File: src/rtl/traffic_pkg.sv
// Shared types and encodings for the traffic light controller.
package traffic_pkg;

    localparam int REM_W = 7;

    // Lamp encoding is one-hot {red, yellow, green}
    localparam logic [2:0] RED    = 3'b100;
    localparam logic [2:0] YELLOW = 3'b010;
    localparam logic [2:0] GREEN  = 3'b001;

    typedef enum logic [2:0] {
        HOLD,
        MAIN_GREEN,
        MAIN_YELLOW,
        ALL_RED_A,
        SIDE_GREEN,
        SIDE_YELLOW,
        ALL_RED_B
    } state_t;

    function automatic state_t next_phase(state_t s);
        case (s)
            MAIN_GREEN:  return MAIN_YELLOW;
            MAIN_YELLOW: return ALL_RED_A;
            ALL_RED_A:   return SIDE_GREEN;
            SIDE_GREEN:  return SIDE_YELLOW;
            SIDE_YELLOW: return ALL_RED_B;
            ALL_RED_B:   return MAIN_GREEN;
            default:     return ALL_RED_B;
        endcase
    endfunction

    function automatic logic [2:0] main_lamp(state_t s);
        case (s)
            MAIN_GREEN:  return GREEN;
            MAIN_YELLOW: return YELLOW;
            default:     return RED;
        endcase
    endfunction

    function automatic logic [2:0] side_lamp(state_t s);
        case (s)
            SIDE_GREEN:  return GREEN;
            SIDE_YELLOW: return YELLOW;
            default:     return RED;
        endcase
    endfunction

endpackage

File: src/rtl/traffic_light_ctrl_if.sv
// Control/status bundle between the intersection controller and its user.
interface traffic_light_ctrl_if;
    import traffic_pkg::*;

    logic             tick;
    logic             en;
    logic             ped_req;
    logic [2:0]       main_light;
    logic [2:0]       side_light;
    logic             ped_walk;
    logic [REM_W-1:0] remaining;
    logic             last;
    logic             pre_last;

    modport master (
        output tick, en, ped_req,
        input  main_light, side_light, ped_walk, remaining, last, pre_last
    );

    modport slave (
        input  tick, en, ped_req,
        output main_light, side_light, ped_walk, remaining, last, pre_last
    );

endinterface

File: src/rtl/traffic_light_ctrl_phase_timer.sv
// Loadable down-counter holding the seconds left in the current phase.
module phase_timer
    import traffic_pkg::*;
(
    input  logic             clk,
    input  logic             load,
    input  logic [REM_W-1:0] load_val,
    input  logic             dec,
    output logic [REM_W-1:0] count,
    output logic             last,
    output logic             pre_last
);

    logic [REM_W-1:0] count_nxt;

    // No reset of its own: the controller asserts load during reset.
    always_comb begin
        count_nxt = count;
        if (load) begin
            count_nxt = load_val;
        end else if (dec && count != '0) begin
            count_nxt = count - 1'b1;
        end
    end

    always_ff @(posedge clk) begin
        count    <= count_nxt;
        last     <= (count_nxt == REM_W'(0));
        pre_last <= (count_nxt == REM_W'(1));
    end

endmodule

File: src/rtl/traffic_light_ctrl.sv
// Two-road intersection sequencer with pedestrian-shortened main green.
//   state       | meaning
//   HOLD        | disabled, both roads red, timer parked at 0
//   MAIN_GREEN  | main road flowing
//   MAIN_YELLOW | main road clearing
//   ALL_RED_A   | clearance before side road
//   SIDE_GREEN  | side road flowing, walk lamp if a request was pending
//   SIDE_YELLOW | side road clearing
//   ALL_RED_B   | clearance before main road (also the resume path)
module traffic_light_ctrl
    import traffic_pkg::*;
#(
    parameter int pGREEN_MAIN = 30,
    parameter int pGREEN_SIDE = 20,
    parameter int pYELLOW     = 3,
    parameter int pALL_RED    = 2,
    parameter int pPED_SHORT  = 5
) (
    input  logic                 clk,
    input  logic                 rst_n,
    traffic_light_ctrl_if.slave  bus
);

    localparam logic [REM_W-1:0] PED_M1 = REM_W'(pPED_SHORT - 1);

    state_t           state;
    state_t           state_nxt;
    logic             pending;
    logic             pend_eff;
    logic             phase_done;
    logic [2:0]       main_light;
    logic [2:0]       side_light;
    logic             ped_walk;
    logic             tmr_load;
    logic [REM_W-1:0] tmr_load_val;
    logic             tmr_dec;
    logic [REM_W-1:0] tmr_count;
    logic             tmr_last;
    logic             tmr_pre_last;

    function automatic logic [REM_W-1:0] phase_len_m1(state_t s);
        case (s)
            MAIN_GREEN:  return REM_W'(pGREEN_MAIN - 1);
            MAIN_YELLOW: return REM_W'(pYELLOW - 1);
            ALL_RED_A:   return REM_W'(pALL_RED - 1);
            SIDE_GREEN:  return REM_W'(pGREEN_SIDE - 1);
            SIDE_YELLOW: return REM_W'(pYELLOW - 1);
            ALL_RED_B:   return REM_W'(pALL_RED - 1);
            default:     return '0;
        endcase
    endfunction

    // A request on the same cycle counts as pending for truncation and walk.
    assign pend_eff   = pending | bus.ped_req;
    assign phase_done = bus.tick && tmr_last;

    always_comb begin
        state_nxt    = state;
        tmr_load     = 1'b0;
        tmr_load_val = '0;
        tmr_dec      = 1'b0;
        if (!rst_n) begin
            state_nxt    = MAIN_GREEN;
            tmr_load     = 1'b1;
            tmr_load_val = phase_len_m1(MAIN_GREEN);
        end else if (!bus.en) begin
            state_nxt    = HOLD;
            tmr_load     = 1'b1;
        end else if (state == HOLD) begin
            state_nxt    = ALL_RED_B;
            tmr_load     = 1'b1;
            tmr_load_val = phase_len_m1(ALL_RED_B);
        end else if (phase_done) begin
            state_nxt    = next_phase(state);
            tmr_load     = 1'b1;
            tmr_load_val = phase_len_m1(next_phase(state));
        end else if (state == MAIN_GREEN && pend_eff && tmr_count > PED_M1) begin
            tmr_load     = 1'b1;
            tmr_load_val = PED_M1;
        end else begin
            tmr_dec      = bus.tick;
        end
    end

    always_ff @(posedge clk) begin
        if (!rst_n) begin
            state      <= MAIN_GREEN;
            main_light <= GREEN;
            side_light <= RED;
            ped_walk   <= 1'b0;
            pending    <= 1'b0;
        end else begin
            state      <= state_nxt;
            main_light <= main_lamp(state_nxt);
            side_light <= side_lamp(state_nxt);
            if (state != SIDE_GREEN && state_nxt == SIDE_GREEN) begin
                ped_walk <= pend_eff;
                pending  <= 1'b0;
            end else begin
                ped_walk <= (state_nxt == SIDE_GREEN) ? ped_walk : 1'b0;
                pending  <= pend_eff;
            end
        end
    end

    phase_timer u_timer (
        .clk      (clk),
        .load     (tmr_load),
        .load_val (tmr_load_val),
        .dec      (tmr_dec),
        .count    (tmr_count),
        .last     (tmr_last),
        .pre_last (tmr_pre_last)
    );

    assign bus.main_light = main_light;
    assign bus.side_light = side_light;
    assign bus.ped_walk   = ped_walk;
    assign bus.remaining  = tmr_count;
    assign bus.last       = tmr_last;
    assign bus.pre_last   = tmr_pre_last;

endmodule

File: src/flat_wrapper.sv
// flat-port wrapper written by rule: the top's interface ports become plain ports
module traffic_light_ctrl_flat import traffic_pkg::*;
#(
    parameter int pGREEN_MAIN = 30,
    parameter int pGREEN_SIDE = 20,
    parameter int pYELLOW     = 3,
    parameter int pALL_RED    = 2,
    parameter int pPED_SHORT  = 5
)
  (clk, rst_n, bus_tick, bus_en, bus_ped_req, bus_main_light, bus_side_light, bus_ped_walk, bus_remaining, bus_last, bus_pre_last);
  traffic_light_ctrl_if bus_i ();
  input  logic clk;
  input  logic rst_n;
  input wire logic [$bits(bus_i.tick)-1:0] bus_tick;
  input wire logic [$bits(bus_i.en)-1:0] bus_en;
  input wire logic [$bits(bus_i.ped_req)-1:0] bus_ped_req;
  output wire logic [$bits(bus_i.main_light)-1:0] bus_main_light;
  output wire logic [$bits(bus_i.side_light)-1:0] bus_side_light;
  output wire logic [$bits(bus_i.ped_walk)-1:0] bus_ped_walk;
  output wire logic [$bits(bus_i.remaining)-1:0] bus_remaining;
  output wire logic [$bits(bus_i.last)-1:0] bus_last;
  output wire logic [$bits(bus_i.pre_last)-1:0] bus_pre_last;
  assign bus_i.tick = bus_tick;
  assign bus_i.en = bus_en;
  assign bus_i.ped_req = bus_ped_req;
  assign bus_main_light = bus_i.main_light;
  assign bus_side_light = bus_i.side_light;
  assign bus_ped_walk = bus_i.ped_walk;
  assign bus_remaining = bus_i.remaining;
  assign bus_last = bus_i.last;
  assign bus_pre_last = bus_i.pre_last;
  traffic_light_ctrl #(.pGREEN_MAIN(pGREEN_MAIN), .pGREEN_SIDE(pGREEN_SIDE), .pYELLOW(pYELLOW), .pALL_RED(pALL_RED), .pPED_SHORT(pPED_SHORT)) u_core (.clk(clk), .rst_n(rst_n), .bus(bus_i));
endmodule
File: config.mk
export PLATFORM = sky130hd
export DESIGN_NAME = traffic_light_ctrl_flat
export DESIGN_NICKNAME = d
export VERILOG_FILES = /design/src/rtl/traffic_pkg.sv /design/src/rtl/traffic_light_ctrl_if.sv /design/src/rtl/traffic_light_ctrl_phase_timer.sv /design/src/rtl/traffic_light_ctrl.sv /design/src/flat_wrapper.sv
export SDC_FILE = /design/constraint.sdc
export NUM_CORES = 1
export LEC_CHECK = 0
export ABC_AREA = 1
export BUFFER_PORTS_ARGS = -buffer_cell sky130_fd_sc_hd__buf_2
export CAP_MARGIN = 10
export CORE_ASPECT_RATIO = 0.75
export CORE_UTILIZATION = 53
export CTS_CLUSTER_DIAMETER = 40
export DETAILED_ROUTE_END_ITERATION = 10
export GPL_TIMING_DRIVEN = 0
export PLACE_DENSITY = 0.77
export SETUP_SLACK_MARGIN = 0.02
export SLEW_MARGIN = 10
export SYNTH_ARGS = -nofsm -noshare
export SYNTH_HDL_FRONTEND = slang
export SYNTH_SLANG_ARGS = --single-unit
File: constraint.sdc
create_clock -name clk -period 2.2 [get_ports clk]
set_input_delay 0.44 -clock clk [delete_from_list [all_inputs] [get_ports clk]]
set_output_delay 0.44 -clock clk [all_outputs]
set_load 0.02 [all_outputs]
==> results.yml <==
sta:
  worst_pin_slew_ns: 0.3087
  fin_hold_ws_ns: 0.4276
  period_needed_ns: 1.891
  slew_violations: 0
  relSlewSlack: 0.7939
  worst_clock_skew_ns: 0.001951
  timing.fmax_mhz: 528.7
  setup-tns-final_ns: 0
  hold_viol: 0
  setup_viol: 0
  grt_setup_unrepaired: "no"
  period_share: 0.8597
  finalWorstSetupSlack_ns: 0.3087
hold_path:
  holdPathStages: 3
  hold_end: "u_core.pending$_SDFF_PP0_"
  hold_class: "input port to register"
  hold_start: "rst_n"
setup_path:
  cp.required_ns: 2.46
  reg2regPathDepth: 12
  critPathArrivalTime_ns: 2.15
  startpoint: "u_core.u_timer.count[0]$_DFF_P_"
  cpPeakStageDelay_ns: 0.35
  cp_max_fo: 8
  endpoint_kind: "register"
  startpoint_type: "register"
  critPathKind: "register to register"
  rr_startpoint: "u_core.u_timer.count[0]$_DFF_P_"
  timing.rr.end: "u_core.u_timer.last$_DFF_P_"
  cp_slowest_cell: "dfxtp_1"
  crit_top_cell: "nand2_1"
  worstPathCellList: "inv_1 -> ha_1 -> inv_1 -> nor2_1 -> nand4_1 -> nand4_4 -> nand2_1 -> nand2_1 -> nand2_4 -> nor2_2 -> nand2_1 -> nor2_2"
  crit_buf_inv: 2
  crit_family: "simple AND/OR/NAND/NOR gates"
  rrSetupSlack_ns: 0.31
yosys:
  yosysWarningCount: 0
  ys_seq_area_frac: 0.3583
  ys_top_cells_by_area: "dfxtp_1 36%, nand2_1 11%, inv_1 8.4%, nor2_1 5.0%, nand2_4 4.0%"
  synth_top_area_share: 0.3583
  synth_area_um2: 1117
  yosysUniqueCellTypes: 31
  yosysTopAreaCell: "dfxtp_1"
  avgSynthCellArea_um2: 7.255
  synth.net_count: 160
  ys_ff_latch: 20
  synthCells: 154
floorplanning:
  dieHeight_um: 41.77
  core-area_um2: 1854
  die-area_um2: 2298
  die_x_um: 55.02
  rows: 13
  initial_core_util: 0.6026
  num_io_pins: 21
cts:
  cts_hold_buf: 0
  clkSinkCount: 20
  postCtsSetupBuffers: 0
  cts_tree: "yes"
  clk_pin_slew_worst_paths_ns: 0.11
  clk_latency_ns: 0.30
  htree_levels: 1
  root_buffer: "clkbuf_4"
  numCtsBuffers: 3
  cts_buffer_depth: 2
  post_cts_resized: 0
final_layout:
  layout_common_cells: "33 x nand2_1, 25 x inv_1, 20 x buf_2, 20 x dfxtp_1, 15 x nor2_1"
  antenna_cells: 0
  layout.cells.most_common: "nand2_1"
  postLayoutCellArea_um2: 1297
  num-nets-final: 185
  drive_gt1_frac: 0.2978
  syn_to_final_growth_pct: 16.12
power_and_ir_drop:
  power_density_nw_per_um2: 677.8
  ir_drop_mv: 0.5842
  p_leak_uw: 0.0006604
detailed_routing:
  wire_per_inst_um: 11.83
  vias: 1048
  drt_wl_total_um: 2365
  drt-pass1-iter-count: 5
  viasPerCell: 5.240
  final_antenna_net_count: 0
  drt_first_iter_violations: 48
  drcViolationCount: 0
outcome:
  status: "complete, no violations"
grt:
  met3_usage: 0.08059
  grt_max_degree: 13
  busiest_layer: "met1"
  met2_usage: 0.3108
  grt-ovfl-total: 0
  met1_usage: 0.3527
  grt_pass1_wl_um: 3870
  grtUsageTotal: 0.2318
  grt_pass1_vias: 856
  antenna_found_initial: 0
flow_run:
  maxCapViolCount: 0
placement:
  pre_cts_slack_ns: 0.3550
  portBuffers: 20
  hpwl_um: 1881
  gp_congestion: 0.8651
  placed_cell_area_um2: 1245
==> metrics by stage <==
| step | std cells | utilization | total power [µW] |
|---|---|---|---|
| detailed placement | 196 | 0.6714 | 584.2 |
| global route | 200 | 0.6997 | 920.4 |
| floorplan | 154 | - | 537.6 |
| CTS | 200 | 0.6997 | 883.2 |
| global placement | 196 | 0.6714 | 578.8 |
| finish | 200 | 0.6997 | 879.5 |
==> final cells by class <==
class,count,area (µm²)
Clock inverter,1,30.03
Multi-Input combinational cell,105,605.6
Tap cell,22,27.53
Inverter,29,111.4
Fill cell,175,556.8
Clock buffer,3,22.52
Sequential cell,20,400.4
Timing Repair Buffer,20,100.1
==> synth_stat cells <==
| cell type | n |
|---|---|
| a21oi_2 | 2 |
| nand3_2 | 1 |
| nor2_1 | 15 |
| nand2_2 | 5 |
| o21ai_0 | 1 |
| nand3_1 | 8 |
| dfxtp_1 | 20 |
| a31oi_1 | 2 |
| a21boi_2 | 1 |
| nor2_4 | 3 |
| o21ai_2 | 1 |
| xnor2_1 | 1 |
| o211ai_1 | 1 |
| inv_1 | 25 |
| nand4_4 | 1 |
| nor2_2 | 6 |
| nand2_4 | 4 |
| a211oi_2 | 1 |
| nor3_1 | 1 |
| xor2_1 | 2 |
| clkinv_2 | 2 |
| o21ai_1 | 4 |
| and2_1 | 1 |
| nand2_1 | 33 |
| or2_2 | 1 |
| o31ai_1 | 1 |
| a21oi_1 | 2 |
| inv_2 | 1 |
| clkinv_1 | 1 |
| nand4_1 | 6 |
| ha_1 | 1 |
==> how the worst max path moves through the flow <==
stage	cells past startpoint	endpoint
after CTS	12	u_core.u_timer.last$_DFF_P_
final	12	u_core.u_timer.last$_DFF_P_
after global placement	12	u_core.u_timer.last$_DFF_P_
after detailed placement	12	u_core.u_timer.last$_DFF_P_
after global routing	12	u_core.u_timer.last$_DFF_P_
after floorplan	13	u_core.u_timer.last$_DFF_P_
==> cells by family after synthesis <==
kind of cell             share of synthesized area
AO/OA/AOI/OAI                               0.1008
AND/OR/NAND/NOR                             0.4065
buffers and inverters                      0.09966
adder cells (fa/ha/maj)                    0.01120
XOR/XNOR                                   0.02352
flip-flops                                  0.3583
==> power by group <==
group          total [µW]  switching [µW]  internal (µW)
sequential            399            16.2            382
combinational         180             121           58.3
clock                 301             117            184
==> tightest hold or removal path: stages <==
cell and delay (ns):
buf_2 0.14, nand3_1 0.09, inv_1 0.03
==> state kept, by name (all words and copies together), names as in the netlist <==
register                 flops
u_core.state                 3
u_core.u_timer.pre_last      1
u_core.u_timer.count         7
u_core.bus.side_light        3
u_core.bus.ped_walk          1
u_core.pending               1
u_core.bus.main_light        3
u_core.u_timer.last          1
==> per-layer routing <==
metal | vias up | share of wire
li1 | 536 | -
met1 | 461 | 0.48
met2 | 47 | 0.44
met3 | 4 | 0.075
met4 | 0 | 0.0063
met5 | - | 0
Power figures use the tool's default switching activity.
